### src/rtl/arb_pkg.sv
// arb_pkg: shared state encoding and default sizing for the round-robin arbiter
package arb_pkg;
    typedef enum logic [1:0] {IDLE, GRANT, RELEASE} arb_state_t;
    localparam int ARB_N = 4;
    localparam int ARB_MAX_HOLD = 8;
endpackage

### src/rtl/rr_pick.sv
// rr_pick: picks the first set request scanning upward from last_id+1, wrapping
module rr_pick
    import arb_pkg::*;
#(
    parameter int N = ARB_N,
    localparam int IW = $clog2(N)
) (
    input  logic [N-1:0]  req,
    input  logic [IW-1:0] last_id,
    output logic          found,
    output logic [IW-1:0] pick_id
);
    logic [IW:0] s;

    // scan from farthest to nearest so the nearest candidate wins
    always_comb begin
        found = 1'b0;
        pick_id = '0;
        s = '0;
        for (int k = N; k >= 1; k--) begin
            s = {1'b0, last_id} + (IW+1)'(k);
            s = s >= (IW+1)'(N) ? s - (IW+1)'(N) : s;
            if (req[s[IW-1:0]]) begin
                found = 1'b1;
                pick_id = s[IW-1:0];
            end
        end
    end
endmodule

### src/rtl/rr_arbiter_fsm.sv
// rr_arbiter_fsm: round-robin arbiter with bounded tenure and a one-cycle release state
module rr_arbiter_fsm
    import arb_pkg::*;
#(
    parameter int N = ARB_N,
    parameter int MAX_HOLD = ARB_MAX_HOLD,
    localparam int IW = $clog2(N),
    localparam int HW = $clog2(MAX_HOLD)
) (
    input  logic          clk,
    input  logic          reset_n,
    input  logic [N-1:0]  req,
    output logic [N-1:0]  grant,
    output logic          grant_valid,
    output logic [IW-1:0] grant_id,
    output logic          timeout
);
    arb_state_t state, state_next;
    logic [HW-1:0] hold_cnt;
    logic [IW-1:0] last_id, pick_id;
    logic found, owner_req, at_limit;

    rr_pick #(.N(N)) u_pick (
        .req(req),
        .last_id(last_id),
        .found(found),
        .pick_id(pick_id)
    );

    assign owner_req = req[grant_id];
    assign at_limit = hold_cnt == HW'(MAX_HOLD - 1);
    assign timeout = state == GRANT && owner_req && at_limit;

    always_comb begin
        state_next = state == IDLE  ? (found ? GRANT : IDLE) :
                     state == GRANT ? ((!owner_req || at_limit) ? RELEASE : GRANT) :
                     IDLE;
    end

    always_ff @(posedge clk or negedge reset_n) begin
        if (!reset_n) state <= IDLE;
        else state <= state_next;
    end

    always_ff @(posedge clk or negedge reset_n) begin
        if (!reset_n) hold_cnt <= '0;
        else hold_cnt <= (state == GRANT && state_next == GRANT) ? hold_cnt + HW'(1) : '0;
    end

    always_ff @(posedge clk or negedge reset_n) begin
        if (!reset_n) last_id <= IW'(N - 1);
        else if (state == GRANT && state_next != GRANT) last_id <= grant_id;
    end

    // grant outputs are loaded on entry to GRANT and cleared on any exit
    always_ff @(posedge clk or negedge reset_n) begin
        if (!reset_n) begin
            grant <= '0;
            grant_valid <= 1'b0;
            grant_id <= '0;
        end else if (state == IDLE && found) begin
            grant <= N'(1) << pick_id;
            grant_valid <= 1'b1;
            grant_id <= pick_id;
        end else if (state_next != GRANT) begin
            grant <= '0;
            grant_valid <= 1'b0;
            grant_id <= '0;
        end
    end
endmodule

### config.mk
export PLATFORM = sky130hd
export DESIGN_NAME = rr_arbiter_fsm
export DESIGN_NICKNAME = d
export VERILOG_FILES = /design/src/rtl/arb_pkg.sv /design/src/rtl/rr_pick.sv /design/src/rtl/rr_arbiter_fsm.sv
export SDC_FILE = /design/constraint.sdc
export NUM_CORES = 1
export LEC_CHECK = 0
export BUFFER_PORTS_ARGS = -buffer_cell sky130_fd_sc_hd__buf_2
export CORE_MARGIN = 10
export CORE_UTILIZATION = 35
export DETAILED_ROUTE_END_ITERATION = 10
export GPL_TIMING_DRIVEN = 0
export PLACE_DENSITY = 0.62
export SKIP_CTS_REPAIR_TIMING = 1
export SLEW_MARGIN = 20
export SYNTH_ARGS = -nofsm -noshare
export SYNTH_HDL_FRONTEND = slang
export SYNTH_HIERARCHICAL = 1
export SYNTH_SLANG_ARGS = --single-unit
### constraint.sdc
create_clock -name clk -period 1.7 [get_ports clk]
set_input_delay 0.17 -clock clk [delete_from_list [all_inputs] [get_ports clk]]
set_output_delay 0.17 -clock clk [all_outputs]
set_load 0.01 [all_outputs]
---- After elaboration in Yosys (flattened, before gate mapping) ----
Cells that the tools add are included.
cells by class
  add/subtract/negate cells ............... 9
  shift-type cells ........................ 1
  reductions and logical operators ........ 9
  multiplexer cells ....................... 33
  order comparisons ....................... 9
  eq/ne operators ......................... 4
operators with widths
  cell                                                                      number
  2-bit 2-to-1 mux                                                          13
  2-bit by 3-bit < comparator with 1-bit output (second input constant)     5
  3-bit >= comparator (second input constant)                               4
  1-bit 2-to-1 mux                                                          12
  1-bit binary-select mux with 2-bit select                                 5
  4-bit 2-to-1 mux                                                          2
  2-bit by 1-bit subtractor with 2-bit output (second input constant)       4
  2-bit by 2-bit adder with 3-bit output (second input constant)            2
  1-bit logical AND                                                         5
  2-bit by 1-bit == test with 1-bit output (second input constant)          2
  1-bit by 2-bit << shifter with 4-bit output (first input constant)        1
  2-bit by 1-bit adder with 3-bit output (second input constant)            1
  2-bit by 3-bit adder with 3-bit output (second input constant)            1
  3-bit by 1-bit adder with 3-bit output (second input constant)            1
  3-bit == test (second input constant)                                     1
  3-bit 2-to-1 mux                                                          1
  2-bit zero test                                                           1
  2-bit by 1-bit inequality test with 1-bit output (second input constant)  1
  2-bit nonzero test                                                        1
  1-bit zero test                                                           1
  1-bit logical OR                                                          1
word-level totals
  input bits .............................. 6
  word-level logic and storage cells ...... 71
  flip-flop bits (word level) ............. 14

---- Longest topological paths before layout ----
Gate-level depths: netlist of the first run.
  word-level depth ........................ 14
  mapped depth ............................ 6
  gate-level depth less buffers ........... 6

---- Modules after synthesis ----
Netlist of the first run, hierarchy kept.
modules (own cells, without submodules)
  module          seq. area each (sq um)  area an instance (sq um)  cells each  times used
  rr_arbiter_fsm  352.8                   681.9                     60          1
  rr_pick         0.0                     91.3                      14          1

---- Worst setup path before layout of the first run ----
OpenSTA, ideal clock, no wires.
  kind .................................... register -> register
  start ................................... register hold_cnt[0]
  end ..................................... register last_id[1]
  stages on the path, launching flop included .. 6
  arrival ................................. 1525 ps
  slack ................................... 93 ps
  data required time ...................... 1618 ps
  buffers on the path ..................... 0
  library setup time ...................... 82 ps
  cell sequence ........................... dfrtp_1 -> ha_1 -> ha_1 -> and2b_2 -> a221oi_4 -> mux2_4
between the ends
  word-level cells in the longest chain between the ends .. 7
ends and longest elaborated chain
  item                                              RTL line              source
  start: declaration                                rr_arbiter_fsm.sv:19  logic [HW-1:0] hold_cnt;
  start signal: assignment                          rr_arbiter_fsm.sv:47  else hold_cnt <= (state == GRANT && state_next == GRANT) ? hold_cnt + HW'(1) : '0;
  3-bit == test                                     rr_arbiter_fsm.sv:31  assign at_limit = hold_cnt == HW'(MAX_HOLD - 1);
  1-bit logical OR                                  rr_arbiter_fsm.sv:36  state == GRANT ? ((!owner_req || at_limit) ? RELEASE : GRANT) :
  2-bit 2-to-1 mux (2 in a row)                     rr_arbiter_fsm.sv:36
  2-bit 2-to-1 mux                                  rr_arbiter_fsm.sv:35  state_next = state == IDLE ? (found ? GRANT : IDLE) :
  named net state_next[1]                           rr_arbiter_fsm.sv:18  arb_state_t state, state_next;
  2-bit by 1-bit inequality test with 1-bit output  rr_arbiter_fsm.sv:52  else if (state == GRANT && state_next != GRANT) last_id <= grant_id;
  1-bit logical AND                                 rr_arbiter_fsm.sv:52
  end signal: assignment                            rr_arbiter_fsm.sv:51  if (!reset_n) last_id <= IW'(N - 1);
  end signal: assignment                            rr_arbiter_fsm.sv:52
  end: declaration                                  rr_arbiter_fsm.sv:20  logic [IW-1:0] last_id, pick_id;
The timed path passes the listed nets, and every way through them passes these cells.
A chain may end at the register's enable or synchronous reset.

---- Final worst setup path of the first run ----
  start ................................... register hold_cnt[0]
  end ..................................... output timeout
between the ends
  word-level cells in the longest chain between the ends .. 2
ends and longest elaborated chain
  item               RTL line              source
  3-bit == test      rr_arbiter_fsm.sv:31
  1-bit logical AND  rr_arbiter_fsm.sv:32  assign timeout = state == GRANT && owner_req && at_limit;
  end: declaration   rr_arbiter_fsm.sv:16  output logic timeout
Every way passes these cells.

==> results_dict.tcl, run 1 <==
set metrics [dict create \
    post_drt_wl_per_cell_um 14.2 \
    area_delta_synth_final_pct 31.7 \
    final.period_utilization_pct 101 \
    antenna_left 0 \
    total_power_w 0.00161 \
    final_common_cell "buf_2" \
    max_stage_delay_ns 0.40 \
    synth_largest_area_cell "dfrtp_1" \
    gp_congestion 0.658 \
    path_delay_family "flip-flops" \
    crit_path_start_kind "register" \
    ys_top_cells_by_area "dfrtp_1 (39%), dfstp_2 (6.8%), mux2_4 (5.8%)" \
    cpMaxStageDelayCell "dfrtp_1" \
    start_util_pct 38.2 \
    slew_viol_final 0 \
    fin_nets 106 \
    syn_nets 82 \
    cts_inserted_buffers 3 \
    cts_tree "done" \
    io_buffers 13 \
    die_x_um 67 \
    ys_seq_area_share_pct 45.6 \
    antenna_cells 0 \
    endpoint_kind "output port" \
    drive_above_1_share_pct 41.2 \
    die-area_mm2 0.00449 \
    final_cell_mix "buf_2 (13), dfrtp_1 (11), inv_1 (8), nor2_1 (6), nand2_1 (6)" \
    violations "setup timing" \
    hold_path.class "in -> reg" \
    timing.critical_path.buf_inv 2 \
    drtIter0Drc 12 \
    worstMarginPinSlew_ns 0.478 \
    grt_pass1_wl_mm 2.68 \
    crit_arrival_ns 1.54 \
    syn_area_per_cell_um2 10.4 \
    post_synth_num_cell_types 27 \
    row_count 16 \
    cts-root-buf "clkbuf_4" \
    worstSkewPairLatency_ns 0.28 \
    cp_max_fo 5 \
    finClkSkew_ns 0.000371 \
    cts_max_level 1 \
    rrSetupSlack_ns 0.04 \
    die_h_um 67 \
    setup_viol 1 \
    ios 14 \
    vdd_drop_max_uv 827 \
    setup_slack_ns -0.0136 \
    finalCriticalPeriod_ns 1.71 \
    p_leak_nw 0.446 \
    required_ns 1.53 \
    ys_ff_latch 14 \
    fillCellCount 187 \
    timing.hold.ws_ns 0.293 \
    grt_max_degree 15 \
    status "finished, violations left" \
    cts_sinks 14 \
    routed_wl_mm 1.76 \
    maxCapViolCount 0 \
    path_cells "ha_4 -> ha_4 -> inv_2 -> a2111oi_4 -> buf_2" \
    max_freq_ghz 0.584 \
    dp_hpwl_mm 1.21 \
    crit_type "reg -> out" \
    dr.pass1.iters 4 \
    antenna_found_initial 0 \
    slew-limit-headroom_pct 68.1 \
    p_per_area_mw_per_mm2 1580 \
    via_per_inst 5.04 \
    clk_pin_slew_ns 0.09 \
    synth_warnings 6 \
    final_cells 124 \
    grt_usage_pct 7.69 \
    cp_common_cell "ha_4" \
    rsz0062_at_grt "yes" \
    cts_buffer_depth 2 \
    vias 625 \
    synth_area_um2 773 \
    core-area_mm2 0.00202 \
    overflow 0 \
    yosys.area.top_type_share_pct 38.8 \
    hold_viol_final 0 \
    drc 0 \
    grt_pass1_vias 592 \
    dp.cells 114 \
    synthCells 74 \
    fin_tns_setup_ns -0.0136 \
]
==> flip-flops by register name (all words and copies together) (netlist names) <==
| register | flops |
|---|---|
| grant | 4 |
| grant_id | 2 |
| grant_valid | 1 |
| hold_cnt | 3 |
| last_id | 2 |
| state | 2 |
==> report_power, final <==
| part | internal (W) | switching [W] | total, W |
|---|---|---|---|
| Combinational | 0.000341 | 0.000407 | 0.000748 |
| Clock | 0.000130 | 0.000113 | 0.000243 |
| Sequential | 0.000479 | 0.000138 | 0.000617 |
==> cell type report <==
| class | instances | area [um2] | share of cell area (%) |
|---|---|---|---|
| timing repair buffer | 19 | 113 | 11.1 |
| inverter | 9 | 33.8 | 3.32 |
| clock buffer | 4 | 36.3 | 3.56 |
| multi-input combinational | 50 | 444 | 43.6 |
| tap | 27 | 33.8 | 3.32 |
| sequential | 14 | 354 | 34.8 |
| buffer | 1 | 3.75 | 0.369 |
==> path summary, 6_finish.rpt <==
check | depth (start not counted) | start | endpoint
setup / recovery | 5 | hold_cnt[0] | timeout
hold / removal | 5 | req[2] | grant_valid
setup reg to reg | 5 | hold_cnt[0] | last_id[1]
hold reg to reg | 2 | grant[0] | grant[0]
max in group asynchronous | 2 | reset_n | last_id[1]
min in group asynchronous | 2 | reset_n | grant_id[0]
==> cells by family after synthesis <==
group / count (synthesis) / synth area share (%)
AND/OR/NAND/NOR: 25 / 16.8
AO/OA/AOI/OAI: 18 / 21.0
flip-flops: 14 / 45.6
buffers and inverters: 10 / 4.85
multiplexers: 5 / 8.41
adder cells (fa/ha/maj): 2 / 3.24
==> synthesized netlist by cell type, drive strengths merged <==
| cell | n |
|---|---|
| mux2 | 3 |
| ha | 2 |
| inv | 9 |
| a2111oi | 1 |
| and2b | 2 |
| a21oi | 4 |
| nor3 | 1 |
| a22oi | 1 |
| o32ai | 2 |
| a31oi | 1 |
| clkbuf | 1 |
| nand3b | 1 |
| o221ai | 2 |
| a221oi | 1 |
| nand3 | 1 |
| o21ai | 1 |
| nand2b | 4 |
| dfstp | 2 |
| nor2 | 7 |
| mux2i | 2 |
| nor3b | 3 |
| o31ai | 5 |
| dfrtp | 12 |
| nand2 | 6 |
==> worst min-delay path, delay by kind of cell <==
kind	cells	cell delay, ns
compound gates	1	0.06
simple gates	3	0.20
buf+inv	1	0.11
==> stage by stage <==
stage | area, um2 | util (%) | setup WS, ns
after global placement | 872 | 43.1 | -0.0191
after floorplan | 773 | - | 0.0927
after global routing | 1020 | 50.4 | -0.0964
after detailed placement | 872 | 43.1 | -0.0567
after CTS | 908 | 44.9 | -0.123
final | 1020 | 50.4 | -0.0136
==> routing by layer <==
layer	track usage (%)	share of wire, %	vias to the layer above
met5	0	0	-
li1	-	-	311
met1	8.74	43	301
met2	12.0	51	11
met3	4.35	5.1	2
met4	2.31	0.68	0
No activity file was read; power rests on OpenSTA's default activity.
==> inputs of run 2 (changes only) <==
--- a/config.mk
+++ b/config.mk
@@ -6,11 +6,11 @@
 export NUM_CORES = 1
 export LEC_CHECK = 0
 export BUFFER_PORTS_ARGS = -buffer_cell sky130_fd_sc_hd__buf_2
-export CORE_MARGIN = 10
+export CORE_MARGIN = 2
 export CORE_UTILIZATION = 35
 export DETAILED_ROUTE_END_ITERATION = 10
 export GPL_TIMING_DRIVEN = 0
-export PLACE_DENSITY = 0.62
+export PLACE_DENSITY = 0.6
 export SKIP_CTS_REPAIR_TIMING = 1
 export SLEW_MARGIN = 20
 export SYNTH_ARGS = -nofsm -noshare
==> constraint.sdc (replaced) <==
create_clock -name clk -period 1.67 [get_ports clk]
set_input_delay 0.167 -clock clk [delete_from_list [all_inputs] [get_ports clk]]
set_output_delay 0.167 -clock clk [all_outputs]
set_load 0.01 [all_outputs]
==> run 2 against run 1 <==
The run still ends with setup timing left. Total power rose by 0.45%. Final cell count increased by 1.6%. Worst setup slack got worse by 0.021 ns. Combinational power is 2% higher. Utilization fell by 3.2 points. Critical path depth is the same.
==> results_dict.tcl, run 2 (synthesized netlist as in run 1, its figures left out) <==
set metrics [dict create \
    status "finished, violations left" \
    violations "setup timing" \
    drtIter0Drc 10 \
    final_cell_mix "buf_2 (13), dfrtp_1 (11), inv_1 (8)" \
    setup_viol 2 \
    cts_max_level 1 \
    endpoint_kind "register" \
    start_util_pct 36.0 \
    max_freq_ghz 0.587 \
    cp-startpoint "hold_cnt[0]" \
    slew-limit-headroom_pct 71.3 \
    path_cells "ha_2 -> ha_4 -> and2b_2 -> a221oi_4 -> mux2_4" \
    die-area_mm2 0.00260 \
    fin_nets 107 \
    worstSkewPairLatency_ns 0.28 \
    p_per_area_mw_per_mm2 1590 \
    final_common_cell "buf_2" \
    crit_arrival_ns 1.92 \
    cts_sinks 14 \
    dp_hpwl_mm 1.10 \
    rrSetupSlack_ns -0.03 \
    r2r_cells 5 \
    drive_above_1_share_pct 40.8 \
    maxCapViolCount 0 \
    largest_reg_flops 4 \
    gp_congestion 0.768 \
    vdd_drop_max_uv 780 \
    stdcell_area_mm2 0.00101 \
    cp_max_fo 5 \
    clk_pin_slew_ns 0.08 \
    finalCriticalPeriod_ns 1.70 \
    grt_pass1_vias 537 \
    crit_type "reg -> reg" \
    cts_inserted_buffers 3 \
    drc 0 \
    io_buffers 13 \
    net-switching-power_w 0.000652 \
    max_stage_delay_ns 0.36 \
    internal_power_w 0.000964 \
    largestRegisters "grant x4, hold_cnt x3" \
    ios 14 \
    dp_slack_ns -0.0527 \
    grt_pass1_wl_mm 2.43 \
    fin_tns_setup_ns -0.0637 \
    crit_path_start_kind "register" \
    cts-root-buf "clkbuf_4" \
    hold_viol_final 0 \
    antenna_found_initial 0 \
    final_cells 126 \
    rr_startpoint "hold_cnt[0]" \
    die_x_um 51 \
    die_h_um 51 \
    grt_max_degree 15 \
    seqPwrFrac_pct 37.8 \
    combPwrFrac_pct 47.1 \
    p_clk_share_pct 15.1 \
    rsz0062_at_grt "yes" \
    total_power_w 0.00162 \
    regMostFlops "grant" \
    finClkSkew_ns 0.00194 \
    worstMarginPinSlew_ns 0.419 \
    p_leak_nw 0.452 \
    required_ns 1.88 \
    cts_tree "done" \
    r2r_end "last_id[1]" \
    setup_slack_ns -0.0342 \
    dp.cells 115 \
    vias 630 \
    post_drt_wl_per_cell_um 12.4 \
    via_per_inst 5.00 \
    antenna_cells 0 \
    final.period_utilization_pct 102 \
    dr.pass1.iters 4 \
    routed_wl_mm 1.56 \
    hold_path.class "in -> async" \
    overflow 0 \
    grt_usage_pct 12.6 \
    slew_viol_final 0 \
    core-area_mm2 0.00215 \
    antenna_left 0 \
    cts_buffer_depth 2 \
    p_sw_share_pct 40.4 \
    area_delta_synth_final_pct 31.1 \
    place_area_um2 873 \
    cpMaxStageDelayCell "dfrtp_1" \
    row_count 17 \
]
run 2: power by group through the flow:
stage                     sequential (W)  combinational (W)  clock (W)
final                           0.000611           0.000761   0.000244
after global routing            0.000635           0.000838   0.000263
after CTS                       0.000601           0.000667   0.000250
after detailed placement        0.000607           0.000657          0
after global placement          0.000607           0.000645          0
after floorplan                 0.000625           0.000447          0
run 2: layer usage:
metal	vias to the layer above	routed length, um	track usage (%)	share of wire, %
met3	4	62	2.05	4.0
met2	14	697	17.7	45
met4	0	35	8.11	2.2
met1	295	764	17.8	49
met5	-	0	0	0
li1	317	-	-	-
run 2: worst max-delay path by stage:
stage / cells after the start / endpoint / slack (ns)
floorplan: 5 / last_id[1] / 0.06
global placement: 5 / grant[1] / -0.05
detailed placement: 5 / last_id[1] / -0.05
CTS: 4 / timeout / -0.16
global route: 5 / last_id[1] / -0.1
finish: 5 / last_id[1] / -0.03
run 2: final cells by class:
type | instances | area (um2)
fillers | 217 | 1130
multi-input cells | 50 | 428
flip-flops and latches | 14 | 354
repair buffers | 20 | 120
clock buffers | 4 | 36.3
inverters | 9 | 36.3
well taps | 28 | 35.0
plain buffers | 1 | 3.75
run 2: worst max-delay path: cells and delay by family (launching register included):
family / cells / cell delay, ns
mux: 1 / 0.33
flops: 1 / 0.36
compound gates: 1 / 0.32
simple gates: 1 / 0.25
fa+ha+maj: 2 / 0.37
run 2: metrics by stage:
stage | hold slack, ns | util (%)
2_1_floorplan | -0.129 | -
3_3_place_gp | 0.0757 | 40.7
3_5_place_dp | 0.0772 | 40.7
4_1_cts | -0.235 | 42.3
5_1_grt | 0.320 | 47.2
6_report | 0.303 | 47.2
